===== src/rtl/seq_radix4_lpm_mult.sv =====
// seq_radix4_lpm_mult: sequential radix-4 unsigned multiplier, one
// digit of a per clock, valid/ready on both sides.
// Ports: clk, rst_n (sync, active-low); in_valid/in_ready with a, b;
// out_valid/out_ready with product (a*b, exact) and busy_cycles.
module seq_radix4_lpm_mult #(
    parameter int WIDTH_A    = 8,
    parameter int WIDTH_B    = 8,
    parameter int EARLY_TERM = 1,
    parameter int CW         = $clog2(WIDTH_A/2+2)
) (
    input  logic                       clk,
    input  logic                       rst_n,
    input  logic                       in_valid,
    output logic                       in_ready,
    input  logic [WIDTH_A-1:0]         a,
    input  logic [WIDTH_B-1:0]         b,
    output logic                       out_valid,
    input  logic                       out_ready,
    output logic [WIDTH_A+WIDTH_B-1:0] product,
    output logic [CW-1:0]              busy_cycles
);
    localparam int ND   = ((WIDTH_A + 1) / 2) * 2;
    localparam int NDIG = ND / 2;
    localparam int P    = WIDTH_A + WIDTH_B;
    localparam int BW   = WIDTH_B + 2;

    typedef enum logic [1:0] {S_IDLE, S_BUSY, S_DONE} state_t;

    state_t         r_state;
    logic [ND-1:0]  r_a_sh;
    logic [WIDTH_B-1:0] r_b;
    logic [BW-1:0]  r_b3;
    logic [P-1:0]   r_acc;
    logic [P-1:0]   r_pp;
    logic [CW-1:0]  r_k;
    logic           r_in_ready;
    logic           r_out_valid;
    logic [P-1:0]   r_product;
    logic [CW-1:0]  r_busy;

    logic [1:0]     w_digit;
    logic [BW-1:0]  w_sel;
    logic           w_acc_en;
    logic [P-1:0]   w_pp_new;
    logic [P-1:0]   w_pp;
    logic [P-1:0]   w_sum;
    logic [P-1:0]   w_acc_next;
    logic [ND-1:0]  w_a_next;
    logic [CW-1:0]  w_k_inc;
    logic           w_last;

    assign w_digit = r_a_sh[1:0];

    // Decoder-style partial-product select: 0, b, 2b or the stored 3b.
    always_comb begin
        w_sel = '0;
        unique case (w_digit)
            2'd0: w_sel = '0;
            2'd1: w_sel = {2'b00, r_b};
            2'd2: w_sel = {1'b0, r_b, 1'b0};
            2'd3: w_sel = r_b3;
        endcase
    end

    // Zero digits leave the adder operands frozen so nothing toggles.
    assign w_acc_en   = (r_state == S_BUSY) && (w_digit != 2'd0);
    assign w_pp_new   = P'(w_sel) << {r_k, 1'b0};
    assign w_pp       = w_acc_en ? w_pp_new : r_pp;
    assign w_sum      = r_acc + w_pp;
    assign w_acc_next = w_acc_en ? w_sum : r_acc;
    assign w_a_next   = r_a_sh >> 2;
    assign w_k_inc    = r_k + 1'b1;
    assign w_last     = (r_k == CW'(NDIG - 1)) ||
                        ((EARLY_TERM != 0) && (w_a_next == '0));

    always_ff @(posedge clk) begin
        if (!rst_n) begin
            r_state     <= S_IDLE;
            r_in_ready  <= 1'b1;
            r_out_valid <= 1'b0;
            r_product   <= '0;
            r_busy      <= '0;
            r_acc       <= '0;
            r_pp        <= '0;
            r_a_sh      <= '0;
            r_b         <= '0;
            r_b3        <= '0;
            r_k         <= '0;
        end else begin
            unique case (r_state)
                S_IDLE: begin
                    if (in_valid && r_in_ready) begin
                        r_b        <= b;
                        r_b3       <= BW'(b) + (BW'(b) << 1);
                        r_a_sh     <= ND'(a);
                        r_acc      <= '0;
                        r_k        <= '0;
                        r_in_ready <= 1'b0;
                        r_state    <= S_BUSY;
                    end
                end
                S_BUSY: begin
                    if (w_acc_en) begin
                        r_acc <= w_sum;
                        r_pp  <= w_pp_new;
                    end
                    r_a_sh <= w_a_next;
                    r_k    <= w_k_inc;
                    if (w_last) begin
                        r_state     <= S_DONE;
                        r_out_valid <= 1'b1;
                        r_product   <= w_acc_next;
                        r_busy      <= w_k_inc;
                    end
                end
                S_DONE: begin
                    if (out_ready) begin
                        r_out_valid <= 1'b0;
                        r_in_ready  <= 1'b1;
                        r_state     <= S_IDLE;
                    end
                end
                default: r_state <= S_IDLE;
            endcase
        end
    end

    assign in_ready    = r_in_ready;
    assign out_valid   = r_out_valid;
    assign product     = r_product;
    assign busy_cycles = r_busy;
endmodule


===== config.mk =====
export PLATFORM = sky130hd
export DESIGN_NAME = seq_radix4_lpm_mult
export DESIGN_NICKNAME = d
export VERILOG_FILES = /design/src/rtl/seq_radix4_lpm_mult.sv
export SDC_FILE = /design/constraint.sdc
export NUM_CORES = 1
export LEC_CHECK = 0
export CAP_MARGIN = 40
export CORE_MARGIN = 2
export CORE_UTILIZATION = 48
export DETAILED_ROUTE_END_ITERATION = 6
export PLACE_DENSITY = 0.66
export SLEW_MARGIN = 20
export SYNTH_ARGS = -nofsm -noshare
export SYNTH_HDL_FRONTEND = slang
export SYNTH_SLANG_ARGS = --single-unit

===== constraint.sdc =====
create_clock -name clk -period 4.8 [get_ports clk]
set_input_delay 0.48 -clock clk [delete_from_list [all_inputs] [get_ports clk]]
set_output_delay 0.48 -clock clk [all_outputs]
set_load 0.005 [all_outputs]

; Yosys cells after proc, flatten, opt, wreduce, memory -nomap -nowiden
; Cells that the tools add are included.
[classes]
n_addsub = 3
n_eq_ne = 9
shifts = 1
muxes = 19
reduce_logical = 16
[ops]
columns = cell, count
row1 = 2-to-1 mux 16 bit, 3
row2 = one-hot mux 10 bit (4 select lines), 1
row3 = one-hot mux 16 bit (2 select lines), 1
row4 = adder 16 bit, 1
row5 = one-hot mux 8 bit (2 select lines), 1
row6 = left shift 10 x 4 -> 16 bit, 1
row7 = adder 8 x 9 -> 10 bit, 1
row8 = AND reduction 3 bit, 3
row9 = logical NOT 8 bit, 1
row10 = 2-to-1 mux 8 bit, 1
row11 = nonzero test 2 bit, 4
row12 = equality test 2 bit (second input constant), 3
row13 = 2-to-1 mux 2 bit, 3
row14 = != test 2 bit (second input constant), 3
row15 = one-hot mux 2 bit (3 select lines), 1
row16 = one-hot mux 3 bit (2 select lines), 1
row17 = AND reduction 2 bit, 3
row18 = equality test 2 x 1 -> 1 bit (second input constant), 2
row19 = logical NOT 2 bit, 2
row20 = 2-to-1 mux 1 bit, 4
row21 = one-hot mux 1 bit (2 select lines), 2
row22 = adder 3 x 1 -> 3 bit (second input constant), 1
row23 = equality test 3 x 2 -> 1 bit (second input constant), 1
row24 = 2-to-1 mux 3 bit, 1
row25 = 2 further kinds, 3
[word_totals]
ff_bits = 84
inputBits = 20
output_inout_bits = 21
word_cells = 59

; Logic depth before layout (Yosys ltp)
; Gate-level depths: netlist of the first run.
[logic_depth]
word_depth = 7
ltp_mapped = 18
mapped_depth_nobuf = 16

; Worst setup path after synthesis of the first run
; No wires, ideal clock.
[synth_path]
kind = register to register
start = reg r_a_sh[1]
end = reg r_product[12], in the netlist product[12]
setup_ps = 66
arrival_ps = 3432
required_ps = 4734
setup_slack_ps = 1301
path_stages_with_launch = 15
n_path_buf = 1
synth_period_minus_slack_ps = 3499
path_cell_list = dfxtp_1 > buf_6 > mux2_1 > a22oi_2 > mux2_4 > nor2_1 > a221o_1 > a22o_1 > ha_1 > a2111oi_2 > a211o_2 > a21oi_1 > or4b_1 > and3_1 > a21oi_2
[synth_between]
elab_chain_len = 6
[synth_rtl]
columns = item, line
row1 = "start, declared", 30  ; logic [ND-1:0] r_a_sh;
row2 = "start signal, assigned", 95  ; r_a_sh <= ND'(a);
row3 = "start signal, assigned", 107  ; r_a_sh <= w_a_next;
row4 = "equality test 2 bit, or another cell as far along", 57  ; unique case (w_digit)
row5 = one-hot mux 10 bit (4 select lines), 57
row6 = left shift 10 x 4 -> 16 bit, 67  ; assign w_pp_new = P'(w_sel) << {r_k, 1'b0};
row7 = 2-to-1 mux 16 bit (*), n/a
row8 = net w_pp[7], 45  ; logic [P-1:0] w_pp;
row9 = adder 16 bit (*), 69  ; assign w_sum = r_acc + w_pp;
row10 = 2-to-1 mux 16 bit (*), n/a
row11 = "end signal, assigned", 112  ; r_product <= w_acc_next;
row12 = "end, declared", 38  ; logic [P-1:0] r_product;
; The timed path passes the listed nets; every way through them passes the cells marked *.
; A chain may end at the register's enable or synchronous reset.

; Worst setup path in the final report of the first run
[layout_path]
start = reg r_a_sh[0]
end = reg r_product[12], in the netlist product[12]
; The elaborated chain is that of the path after synthesis.

==> results.env, run 1 <==
FILLERINSTANCES=903
DRTITER0DRC=244
FINAL-SETUP-VIOL-COUNT=0
CLOCK_INSERTION_DELAY_WORST_SKEW_PS=360
POWER_PER_CELL_AREA_nW_PER_UM2=292
SYNTHXORXNORAREAFRAC_PCT=2.85
SEQ_POWER_SHARE_PCT=48.9
SYNTHESIS.YOSYS.WARNINGS=0
PROPORTION_OF_TOTAL_POWER_DUE_TO_NET_SWITCHING_PCT=31.9
NUM_ANTENNA_CELLS=0
LAYOUT_SETUP_WS_PS=839
SYNTHDOMINANTAREACELLTYPE='sky130_fd_sc_hd__dfxtp_1'
SETUP.WORST_PATH.START_CLASS='flop'
YOSYSTOPAREACELLSHARE_PCT=35.6
PLACE.PORT_BUFFERS=40
DIE_H_UM=102
HPWL_UM=8160
CLKPWRFRAC_PCT=30.8
CLOCK_TREE_FROM_TRITONCTS='done'
SYNTH.LIB_CELLS_USED.DISTINCT=62
WORST_CLOCK_SKEW_PS=18.7
SEQUENTIAL_SHARE_OF_THE_SYNTHESIZED_AREA_PCT=35.6
CTS_BUFFER_DEPTH=2
STDCELL_COUNT=744
FLOORPLAN.DIE.WIDTH_UM=102
POST_CTS_BUFFERS=0
CRITICAL_PATH_REQUIRED_PS=5100
HP-CLASS='flop to flop'
SYNTHESIS.AREA_PER_INSTANCE_UM2=7.91
YS_TOP_CELLS_BY_AREA='sky130_fd_sc_hd__dfxtp_1 (36%), sky130_fd_sc_hd__a21oi_1 (7.3%), sky130_fd_sc_hd__ha_1 (7.1%), sky130_fd_sc_hd__nand2_1 (6.5%), sky130_fd_sc_hd__nor2_1 (5.6%)'
RUN_STATUS='complete, no violations'
COMB_POWER_SHARE_PCT=20.3
PERIOD_NEEDED_PS=3960
AREA_DELTA_SYNTH_FINAL_PCT=15.5
CORE_REGION_AREA_UM2=9280
LAYOUT-DRIVE-GT1-SHARE_PCT=8.62
ROOT_BUFFER='sky130_fd_sc_hd__clkbuf_8'
SYNTH_SIMPLE_GATE_AREA_SHARE_PCT=19.8
SYNTH-COMPOUND-AREA-SHARE_PCT=25.8
GRT_PASS1_VIAS=3828
SYNTH_TOP_FAMILY_BY_AREA='compound AO/OA/AOI/OAI gates'
TIMING.FINAL.CRIT_SHARE_PCT=82.5
GRT.TOTAL_USAGE_PCT=22.7
GRT_SETUP_UNREPAIRED='no'
NETLIST_AREA_UM2=4610
DESIGN.PORTCOUNT=41
NUMBER_OF_ANTENNA_VIOLATIONS_AT_THE_FIRST_CHECK_IN_GLOBAL_ROUTING=0
LEAKAGE_nW=2.08
YOSYS_MOST_USED_DFF='sky130_fd_sc_hd__dfxtp_1'
YS_ASYNC_SR_FRACTION_PCT=0
IRDROPWORSTVDD_V=0.000121
DIE_AREA_UM2=10400
HOLD-WORST-SLACK_PS=459
ROUTE.FINAL.WIRE_LENGTH_UM=11300
P_SW_uW=496
START_UTIL_PCT=49.6
FINAL_NET_COUNT=658
HOLDBUFCOUNTCTS=0
GLOBALROUTEOVERFLOWTOTAL=0
LARGEST_NET_DEGREE_AT_THE_START_OF_GLOBAL_ROUTING=33
CRITICAL_PATH_CLASS='flop to flop'
TIMING_MAX_TRANSITION_VIOLATIONS_FINAL=0
CRIT_PATH_END_KIND='flop'
GLOBALPLACE.CONGESTION=0.902
POST_CTS_RESIZED=0
DP_WORST_SETUP_SLACK_PS=864
POSTROUTEANTENNANETS=0
INTERNAL_POWER_mW=1.06
PLACED_CELLS_INCL_TAPS=728
WORSTPATHMAXFANOUT=16
H-TREE-DEPTH=3
FIRST_PASS_ITERS=4
SYNTH.MUX.AREA_FRACTION_PCT=3.45
TRITONCTS.NUM_BUFFERS=9
MAPPEDNETLISTNETS=631
YS_SEQ_ELEMENTS=82
POSTSYNTHCELLCOUNT=583
FIN_SETUP_TNS_PS=0
WORSTMARGINPINSLEW_PS=706
DRC_ERRORS=0
CRITPATHARRIVALTIME_PS=4260
MAX_SLEW_MARGIN_PCT=52.9
SYNTH_COMMONEST_CELLS='sky130_fd_sc_hd__dfxtp_1 (82), sky130_fd_sc_hd__nand2_1 (80), sky130_fd_sc_hd__nor2_1 (69)'
GRT_FIRST_PASS_WIRELENGTH_UM=18600
EDFF_COUNT_SYNTH=0
MAXCAPVIOLCOUNT=0
FINALHOLDVIOLATIONS=0
ROWS=35
AVGROUTEDWIREPERCELL_UM=15.1
VIAS_PER_CELL=5.56
DR_TOTAL_VIAS=4136
POST_SYNTH_FA_HA_MAJ_AREA_FRACTION_PCT=7.93
CLK_PIN_SLEW_PS=90
CTS.SINKS=82
SYNTH.MOST_COMMON_CELL='sky130_fd_sc_hd__dfxtp_1'
MAXCLOCKFREQUENCY_GHz=0.252
[power by group through the flow]
| stage | combinational (mW) | sequential [mW] | clock (mW) |
|---|---|---|---|
| 2_1_floorplan | 0.207 | 0.764 | 0 |
| 3_3_place_gp | 0.302 | 0.779 | 0 |
| 3_5_place_dp | 0.317 | 0.776 | 0 |
| 4_1_cts | 0.318 | 0.760 | 0.491 |
| 5_1_grt | 0.356 | 0.766 | 0.513 |
| 6_report | 0.316 | 0.760 | 0.479 |
[area by class of cell]
cell class	count	area (µm²)	share of cell area (%)
Multi-Input combinational cell	449	2770	52.0
Sequential cell	82	1640	30.8
Timing Repair Buffer	52	510	9.59
Tap cell	129	161	3.03
Clock buffer	9	124	2.33
Inverter	16	60.1	1.13
Clock inverter	7	58.8	1.10
[cell usage in the layout, fill, tap and decap left out, types with 5 or more instances in the layout]
master                            synthesis  routed
sky130_fd_sc_hd__a31oi_1                 12      12
sky130_fd_sc_hd__clkbuf_8                 0       9
sky130_fd_sc_hd__nor2_1                  69      69
sky130_fd_sc_hd__clkdlybuf4s50_1          0      40
sky130_fd_sc_hd__and2_1                  16      16
sky130_fd_sc_hd__a21o_1                   9       9
sky130_fd_sc_hd__xnor2_1                 10      10
sky130_fd_sc_hd__nor3_1                   8       8
sky130_fd_sc_hd__dfxtp_1                 82      82
sky130_fd_sc_hd__a22o_1                  10      10
sky130_fd_sc_hd__xor2_1                   5       5
sky130_fd_sc_hd__nand3_1                 15      15
sky130_fd_sc_hd__o21ai_1                  7       6
sky130_fd_sc_hd__nand2_1                 80      80
sky130_fd_sc_hd__a21oi_1                 67      67
sky130_fd_sc_hd__o21a_1                   6       6
sky130_fd_sc_hd__a211oi_1                 8       8
sky130_fd_sc_hd__o21ai_0                 28      28
sky130_fd_sc_hd__inv_1                   14      14
sky130_fd_sc_hd__mux2_2                   5       5
sky130_fd_sc_hd__a22oi_1                 10      10
sky130_fd_sc_hd__ha_1                    26      26
sky130_fd_sc_hd__buf_4                    0      10
[critical path: stages, from the launching register on]
cell	delay (ps)
sky130_fd_sc_hd__dfxtp_1	670
sky130_fd_sc_hd__nor2b_1	260
sky130_fd_sc_hd__a22oi_2	320
sky130_fd_sc_hd__mux2_4	220
sky130_fd_sc_hd__nor2_1	40
sky130_fd_sc_hd__a221o_1	260
sky130_fd_sc_hd__a22o_1	220
sky130_fd_sc_hd__ha_1	320
sky130_fd_sc_hd__a2111oi_2	470
sky130_fd_sc_hd__a211o_2	230
sky130_fd_sc_hd__a21oi_1	70
sky130_fd_sc_hd__or4b_1	530
sky130_fd_sc_hd__and3_1	190
sky130_fd_sc_hd__a21oi_2	110
[kinds of logic (layout without fill, tap and decap cells)]
logic type,count (synthesis),in the layout
flip-flops,82,82
adder cells (fa/ha/maj),28,28
multiplexers,13,13
buffers and inverters,52,84
AO/OA/AOI/OAI,185,185
AND/OR/NAND/NOR,208,208
XOR/XNOR,15,15
[per-stage QoR]
| stage | util [%] | power, mW | cell area (µm²) |
|---|---|---|---|
| finish | 57.3 | 1.56 | 5320 |
| global route | 57.3 | 1.63 | 5320 |
| CTS | 57.3 | 1.57 | 5320 |
| detailed placement | 55.4 | 1.09 | 5140 |
| global placement | 55.0 | 1.08 | 5110 |
| floorplan | - | 0.972 | 4610 |
[sequential cells by signal (all words and copies together) (netlist names), 2 cells and up]
register and count:
r_b 8, r_pp 15, r_b3 9, r_a_sh 8
r_state 2, r_acc 16, product 16, busy_cycles 3
r_k 3
[path summary, 6_finish.rpt]
check	endpoint	cells after the start	slack, ps	startpoint
setup / recovery	product[12]$_SDFFE_PN0P_	13	840	r_a_sh[0]$_SDFFE_PN0P_
hold / removal	r_b3[6]$_SDFFE_PN0P_	2	460	r_b3[6]$_SDFFE_PN0P_
setup reg to reg	product[12]$_SDFFE_PN0P_	13	840	r_a_sh[0]$_SDFFE_PN0P_
hold reg to reg	r_b3[6]$_SDFFE_PN0P_	2	460	r_b3[6]$_SDFFE_PN0P_
[routing by layer]
layer  vias to the layer above  routed length (µm)  share of wire, %  global-route usage [%]
met2                        66                5450                48                    38.7
met5                         -                   0                 0                       0
met1                      1935                5340                47                    29.5
met3                        13                 328               2.9                    3.21
li1                       2122                   -                 -                       -
met4                         0                 146               1.3                    7.59
No activity file was read; power rests on OpenSTA's default activity.
==> run 2, diff against run 1 <==
==> constraint.sdc (replaced) <==
create_clock -name clk -period 3.97 [get_ports clk]
set_input_delay 0.397 -clock clk [delete_from_list [all_inputs] [get_ports clk]]
set_output_delay 0.397 -clock clk [all_outputs]
set_load 0.005 [all_outputs]
==> results.env, run 2 (same netlist as run 1, synthesis figures left out) <==
FINAL-SETUP-VIOL-COUNT=0
FIN_AREA_UM2=5420
WORSTMARGINPINSLEW_PS=767
DRC_ERRORS=0
WORSTPATHMAXFANOUT=8
POWER_PER_CELL_AREA_nW_PER_UM2=362
HPWL_UM=8460
VIAS_PER_CELL=5.57
GRT_SETUP_UNREPAIRED='no'
PLACE.PORT_BUFFERS=40
PERIOD_NEEDED_PS=3710
AVGROUTEDWIREPERCELL_UM=15.6
CRITPATHARRIVALTIME_PS=4010
MOSTFREQUENTLAYOUTCELL='sky130_fd_sc_hd__dfxtp_1'
STDCELL_COUNT=754
MAXCLOCKFREQUENCY_GHz=0.270
CTS_BUFFER_DEPTH=2
GRT.TOTAL_USAGE_PCT=23.5
WORST_CLOCK_SKEW_PS=21.8
SETUP.WORST_PATH.START_CLASS='flop'
NUM_ANTENNA_CELLS=0
DIE_H_UM=102
DESIGN.PORTCOUNT=41
POSTROUTEANTENNANETS=0
CLOCK_TREE_FROM_TRITONCTS='done'
GRT.MET2_USAGE_PCT=39.5
MET3_USAGE_PCT=4.86
GLOBALPLACE.CONGESTION=0.864
MAXCAPVIOLCOUNT=0
PLACED_CELLS_INCL_TAPS=738
ROWS=35
CLOCK_INSERTION_DELAY_WORST_SKEW_PS=370
CRITICAL_PATH_CLASS='flop to flop'
DETAILED_PLACE.AREA_UM2=5210
AREA_DELTA_SYNTH_FINAL_PCT=17.6
CTS.SINKS=82
ROOT_BUFFER='sky130_fd_sc_hd__clkbuf_8'
CRITICAL_PATH_REQUIRED_PS=4280
H-TREE-DEPTH=3
LAYOUT-DRIVE-GT1-SHARE_PCT=10.2
GRT_BUSIEST_LAYER='met2'
IRDROPWORSTVDD_V=0.000216
LARGEST_NET_DEGREE_AT_THE_START_OF_GLOBAL_ROUTING=32
DIE_AREA_UM2=10400
DR_TOTAL_VIAS=4201
LEAKAGE_nW=2.14
FIRST_PASS_ITERS=4
RUN_STATUS='complete, no violations'
POST_CTS_BUFFERS=0
DESIGN_POWER_TOTAL_mW=1.96
MAX_SLEW_MARGIN_PCT=48.9
CRIT_PATH_END_KIND='flop'
GLOBALROUTEOVERFLOWTOTAL=0
HP-CLASS='flop to flop'
TIMING_MAX_TRANSITION_VIOLATIONS_FINAL=0
GRT_PASS1_VIAS=3994
CORE_REGION_AREA_UM2=9280
ROUTE.FINAL.WIRE_LENGTH_UM=11700
FILLERINSTANCES=891
CLK_PIN_SLEW_PS=100
NUMBER_OF_ANTENNA_VIOLATIONS_AT_THE_FIRST_CHECK_IN_GLOBAL_ROUTING=0
START_UTIL_PCT=49.6
TRITONCTS.NUM_BUFFERS=9
FIN_SETUP_TNS_PS=0
GR-USAGE-MET1_PCT=30.1
TIMING.FINAL.CRIT_SHARE_PCT=93.4
FINAL_NET_COUNT=668
FLOORPLAN.DIE.WIDTH_UM=102
DRTITER0DRC=212
GRT_FIRST_PASS_WIRELENGTH_UM=19200
MOSTFREQUENTLAYOUTCELLS='sky130_fd_sc_hd__dfxtp_1 (81), sky130_fd_sc_hd__nand2_1 (80), sky130_fd_sc_hd__nor2_1 (69)'
FINALHOLDVIOLATIONS=0
TIMING.HOLD.WORST_PATH_DEPTH=2
R2R.WORST_PATH.CELLS=12
run 2: changes by cell type in the layout (fill, tap and decap cells not counted), sizes merged:
cell and change:
buf +10, inv -2, clkbuf +1, bufinv +1
run 2: area by class of cell:
class / count / area (µm²) / share of cell area [%]
repair buffers: 62 / 578 / 10.7
well taps: 129 / 161 / 2.98
inverters: 16 / 60.1 / 1.11
clock buffers: 10 / 138 / 2.54
multi-input cells: 449 / 2770 / 51.1
flip-flops and latches: 82 / 1640 / 30.3
clock inverters: 6 / 72.6 / 1.34
run 2: what timing repair did:
action	CTS	global route
setup endpoints to repair	0	2
hold buffers	0	0
resized for setup	0	1
run 2: final timing paths:
check	from	to	slack [ps]
max reg2reg	r_a_sh[1]$_SDFFE_PN0P_	product[12]$_SDFFE_PN0P_	260
min	r_b3[6]$_SDFFE_PN0P_	r_b3[6]$_SDFFE_PN0P_	460
max	r_a_sh[1]$_SDFFE_PN0P_	product[12]$_SDFFE_PN0P_	260
min reg2reg	r_b3[6]$_SDFFE_PN0P_	r_b3[6]$_SDFFE_PN0P_	460
run 2: worst max-delay path, stage by stage (launching register included):
cell and delay (ps):
sky130_fd_sc_hd__dfxtp_2 430, sky130_fd_sc_hd__buf_4 180, sky130_fd_sc_hd__mux2_4 290, sky130_fd_sc_hd__a22o_1 240, sky130_fd_sc_hd__a221o_1 370, sky130_fd_sc_hd__a22o_1 220, sky130_fd_sc_hd__ha_1 340, sky130_fd_sc_hd__a2111oi_2 440
sky130_fd_sc_hd__a211o_2 220, sky130_fd_sc_hd__a21oi_1 70, sky130_fd_sc_hd__or4b_1 520, sky130_fd_sc_hd__and3_1 200, sky130_fd_sc_hd__a21oi_2 140
run 2: per-layer routing:
metal	wire length, µm	vias up
met5	0	-
met4	262	0
li1	-	2139
met1	5460	1972
met2	5670	70
met3	347	20
run 2: through the flow:
step / setup WS, ps / util (%) / hold WS, ps
CTS: 160 / 58.4 / 458
detailed placement: 169 / 56.1 / 446
finish: 261 / 58.4 / 456
floorplan: 471 / - / 428
global placement: 280 / 55.9 / 440
global route: 57.3 / 58.4 / 475
run 2: report_power, final:
group | total [mW] | switching (mW) | internal [mW]
clock network | 0.649 | 0.335 | 0.315
registers | 0.921 | 0.0444 | 0.876
logic | 0.394 | 0.221 | 0.173
==> run 3, diff against run 2 <==
--- a/config.mk
+++ b/config.mk
@@ -6,7 +6,7 @@
 export NUM_CORES = 1
 export LEC_CHECK = 0
 export CAP_MARGIN = 40
-export CORE_MARGIN = 2
+export CORE_MARGIN = 5
 export CORE_UTILIZATION = 48
 export DETAILED_ROUTE_END_ITERATION = 6
 export PLACE_DENSITY = 0.66
==> results.env, run 3 (same netlist as run 1, synthesis figures left out) <==
GRT_FIRST_PASS_WIRELENGTH_UM=19600
ROUTE.FINAL.WIRE_LENGTH_UM=11600
CORE_REGION_AREA_UM2=9280
POWER_PER_CELL_AREA_nW_PER_UM2=346
FINAL-SETUP-VIOL-COUNT=0
MAX_SLEW_MARGIN_PCT=60.8
WORSTMARGINPINSLEW_PS=586
ROOT_BUFFER='sky130_fd_sc_hd__clkbuf_8'
GLOBALPLACE.CONGESTION=0.872
DRC_ERRORS=0
SETUP.WORST_PATH.START_CLASS='flop'
FIN_SETUP_TNS_PS=0
PLACE.PORT_BUFFERS=40
POSTROUTEANTENNANETS=0
CLKPWRFRAC_PCT=29.5
CRIT_START='r_a_sh[1]$_SDFFE_PN0P_'
AVGROUTEDWIREPERCELL_UM=15.4
INTERNAL_POWER_mW=1.29
DESIGN.PORTCOUNT=41
MOSTFREQUENTLAYOUTCELL='sky130_fd_sc_hd__dfxtp_1'
STARTPOINT_OF_THE_WORST_HOLD_PATH='r_b3[5]$_SDFFE_PN0P_'
WORSTPATHMAXFANOUT=9
RUN_STATUS='complete, no violations'
HPWL_UM=8450
CRITICAL_PATH_CLASS='flop to flop'
REG2REG_SLACK_PS=240
R2R.WORST_PATH.CELLS=13
CLOCK_INSERTION_DELAY_WORST_SKEW_PS=340
WORST_CLOCK_SKEW_PS=7.63
CRIT_PATH_END_KIND='flop'
WORST_PATH_LARGEST_CELL_DELAY_PS=520
NUMBER_OF_ANTENNA_VIOLATIONS_AT_THE_FIRST_CHECK_IN_GLOBAL_ROUTING=0
TIMING.CRITICAL_PATH.MAX_DELAY_FAMILY='compound AO/OA/AOI/OAI gates'
FINAL_NET_COUNT=664
AREA_DELTA_SYNTH_FINAL_PCT=16.4
ROWS=35
MAXCAPVIOLCOUNT=0
MAXCLOCKFREQUENCY_GHz=0.268
PERIOD_NEEDED_PS=3730
H-TREE-DEPTH=3
TIMING.FINAL.CRIT_SHARE_PCT=94.0
CRITICAL_PATH_REQUIRED_PS=4250
GRT_SETUP_UNREPAIRED='no'
START_UTIL_PCT=49.6
VIAS_PER_CELL=5.59
IRDROPWORSTVDD_V=0.000195
CTS_BUFFER_DEPTH=2
FLOORPLAN.DIE.WIDTH_UM=108
GRT.TOTAL_USAGE_PCT=20.7
HP-CLASS='flop to flop'
DIE_AREA_UM2=11700
P_SW_uW=566
CP_NUM_CELLS=13
LEAKAGE_nW=2.11
FIRST_PASS_ITERS=4
DIE_H_UM=108
CTS.SINKS=82
RR_ENDPOINT='product[12]$_SDFFE_PN0P_'
WORSTSETUPENDPOINT='product[12]$_SDFFE_PN0P_'
R2R_START='r_a_sh[1]$_SDFFE_PN0P_'
COMB_POWER_SHARE_PCT=20.9
FINAL_CORE_UTIL_PCT=57.8
CRITICAL_PATH.N_BUFFERS_INVERTERS=0
FINALHOLDVIOLATIONS=0
GRT_PASS1_VIAS=4192
GLOBALROUTEOVERFLOWTOTAL=0
NUM_ANTENNA_CELLS=0
CRIT_PATH_TOP_DELAY_CELL='sky130_fd_sc_hd__or4b_1'
HOLDBUFCOUNTCTS=0
TRITONCTS.NUM_BUFFERS=9
DRTITER0DRC=199
FILLERINSTANCES=910
POST_CTS_BUFFERS=0
LAYOUT-DRIVE-GT1-SHARE_PCT=9.50
STDCELL_COUNT=750
POST_CTS_RESIZED=0
SEQ_POWER_SHARE_PCT=49.6
TIMING_MAX_TRANSITION_VIOLATIONS_FINAL=0
PROPORTION_OF_TOTAL_POWER_DUE_TO_NET_SWITCHING_PCT=30.4
CRITICAL_PATH.CELL_CHAIN='mux2_1 > a22oi_2 > mux2_4 > nor2_1 > a221o_1 > a22o_1 > ha_1 > a2111oi_2 > a211o_2 > a21oi_1 > or4b_1 > and3_1 > a21oi_2'
LARGEST_NET_DEGREE_AT_THE_START_OF_GLOBAL_ROUTING=42
PLACED_CELLS_INCL_TAPS=734
MOSTFREQUENTLAYOUTCELLS='sky130_fd_sc_hd__dfxtp_1 (81), sky130_fd_sc_hd__nand2_1 (80), sky130_fd_sc_hd__nor2_1 (69)'
CLOCK_TREE_FROM_TRITONCTS='done'
CRITPATHARRIVALTIME_PS=4010
CLK_PIN_SLEW_PS=90
DESIGN_POWER_TOTAL_mW=1.86
DR_TOTAL_VIAS=4192
-- run 3: power by group through the flow --
stage	Sequential (mW)	Combinational, mW	Clock, mW
floorplan	0.924	0.251	0
global placement	0.940	0.376	0
detailed placement	0.941	0.388	0
CTS	0.922	0.389	0.559
global route	0.931	0.433	0.600
finish	0.922	0.388	0.548
-- run 3: worst min path at each step --
stage                                      end  depth (start not counted)  slack, ps
after global placement    r_b3[8]$_SDFFE_PN0P_                          2        440
after CTS                 r_b3[5]$_SDFFE_PN0P_                          2        460
after detailed placement  r_b3[5]$_SDFFE_PN0P_                          2        450
after floorplan           r_b3[6]$_SDFFE_PN0P_                          2        430
final                     r_b3[5]$_SDFFE_PN0P_                          2        460
after global routing      r_b3[5]$_SDFFE_PN0P_                          2        480
-- run 3: worst reg2reg max path, stage by stage (launching register included) --
cell and delay [ps]:
sky130_fd_sc_hd__dfxtp_2 460, sky130_fd_sc_hd__mux2_1 370, sky130_fd_sc_hd__a22oi_2 190, sky130_fd_sc_hd__mux2_4 210
sky130_fd_sc_hd__nor2_1 40, sky130_fd_sc_hd__a221o_1 260, sky130_fd_sc_hd__a22o_1 210, sky130_fd_sc_hd__ha_1 330
sky130_fd_sc_hd__a2111oi_2 460, sky130_fd_sc_hd__a211o_2 230, sky130_fd_sc_hd__a21oi_1 70, sky130_fd_sc_hd__or4b_1 520
sky130_fd_sc_hd__and3_1 190, sky130_fd_sc_hd__a21oi_2 120
-- run 3: through the flow --
step / hold WS, ps / worst slack [ps] / instance area [µm²]
3_5_place_dp: 446 / 160 / 5190
3_3_place_gp: 443 / 285 / 5150
6_report: 462 / 240 / 5370
5_1_grt: 477 / 18.1 / 5370
4_1_cts: 458 / 133 / 5360
2_1_floorplan: 428 / 471 / 4610
-- run 3: layer usage --
metal | up-vias | global-route usage [%] | wire length [µm]
met5 | - | 0 | 0
met4 | 0 | 6.40 | 214
met3 | 17 | 3.88 | 539
met2 | 97 | 36.1 | 5660
met1 | 1959 | 25.8 | 5150
li1 | 2119 | - | -
-- run 3: cell type report --
class | instances | area, µm² | area share, %
clock buffers | 12 | 145 | 2.70
multi-input cells | 449 | 2780 | 51.7
inverters | 16 | 60.1 | 1.12
well taps | 129 | 161 | 3.01
repair buffers | 58 | 556 | 10.3
clock inverters | 4 | 27.5 | 0.513
flip-flops and latches | 82 | 1640 | 30.6
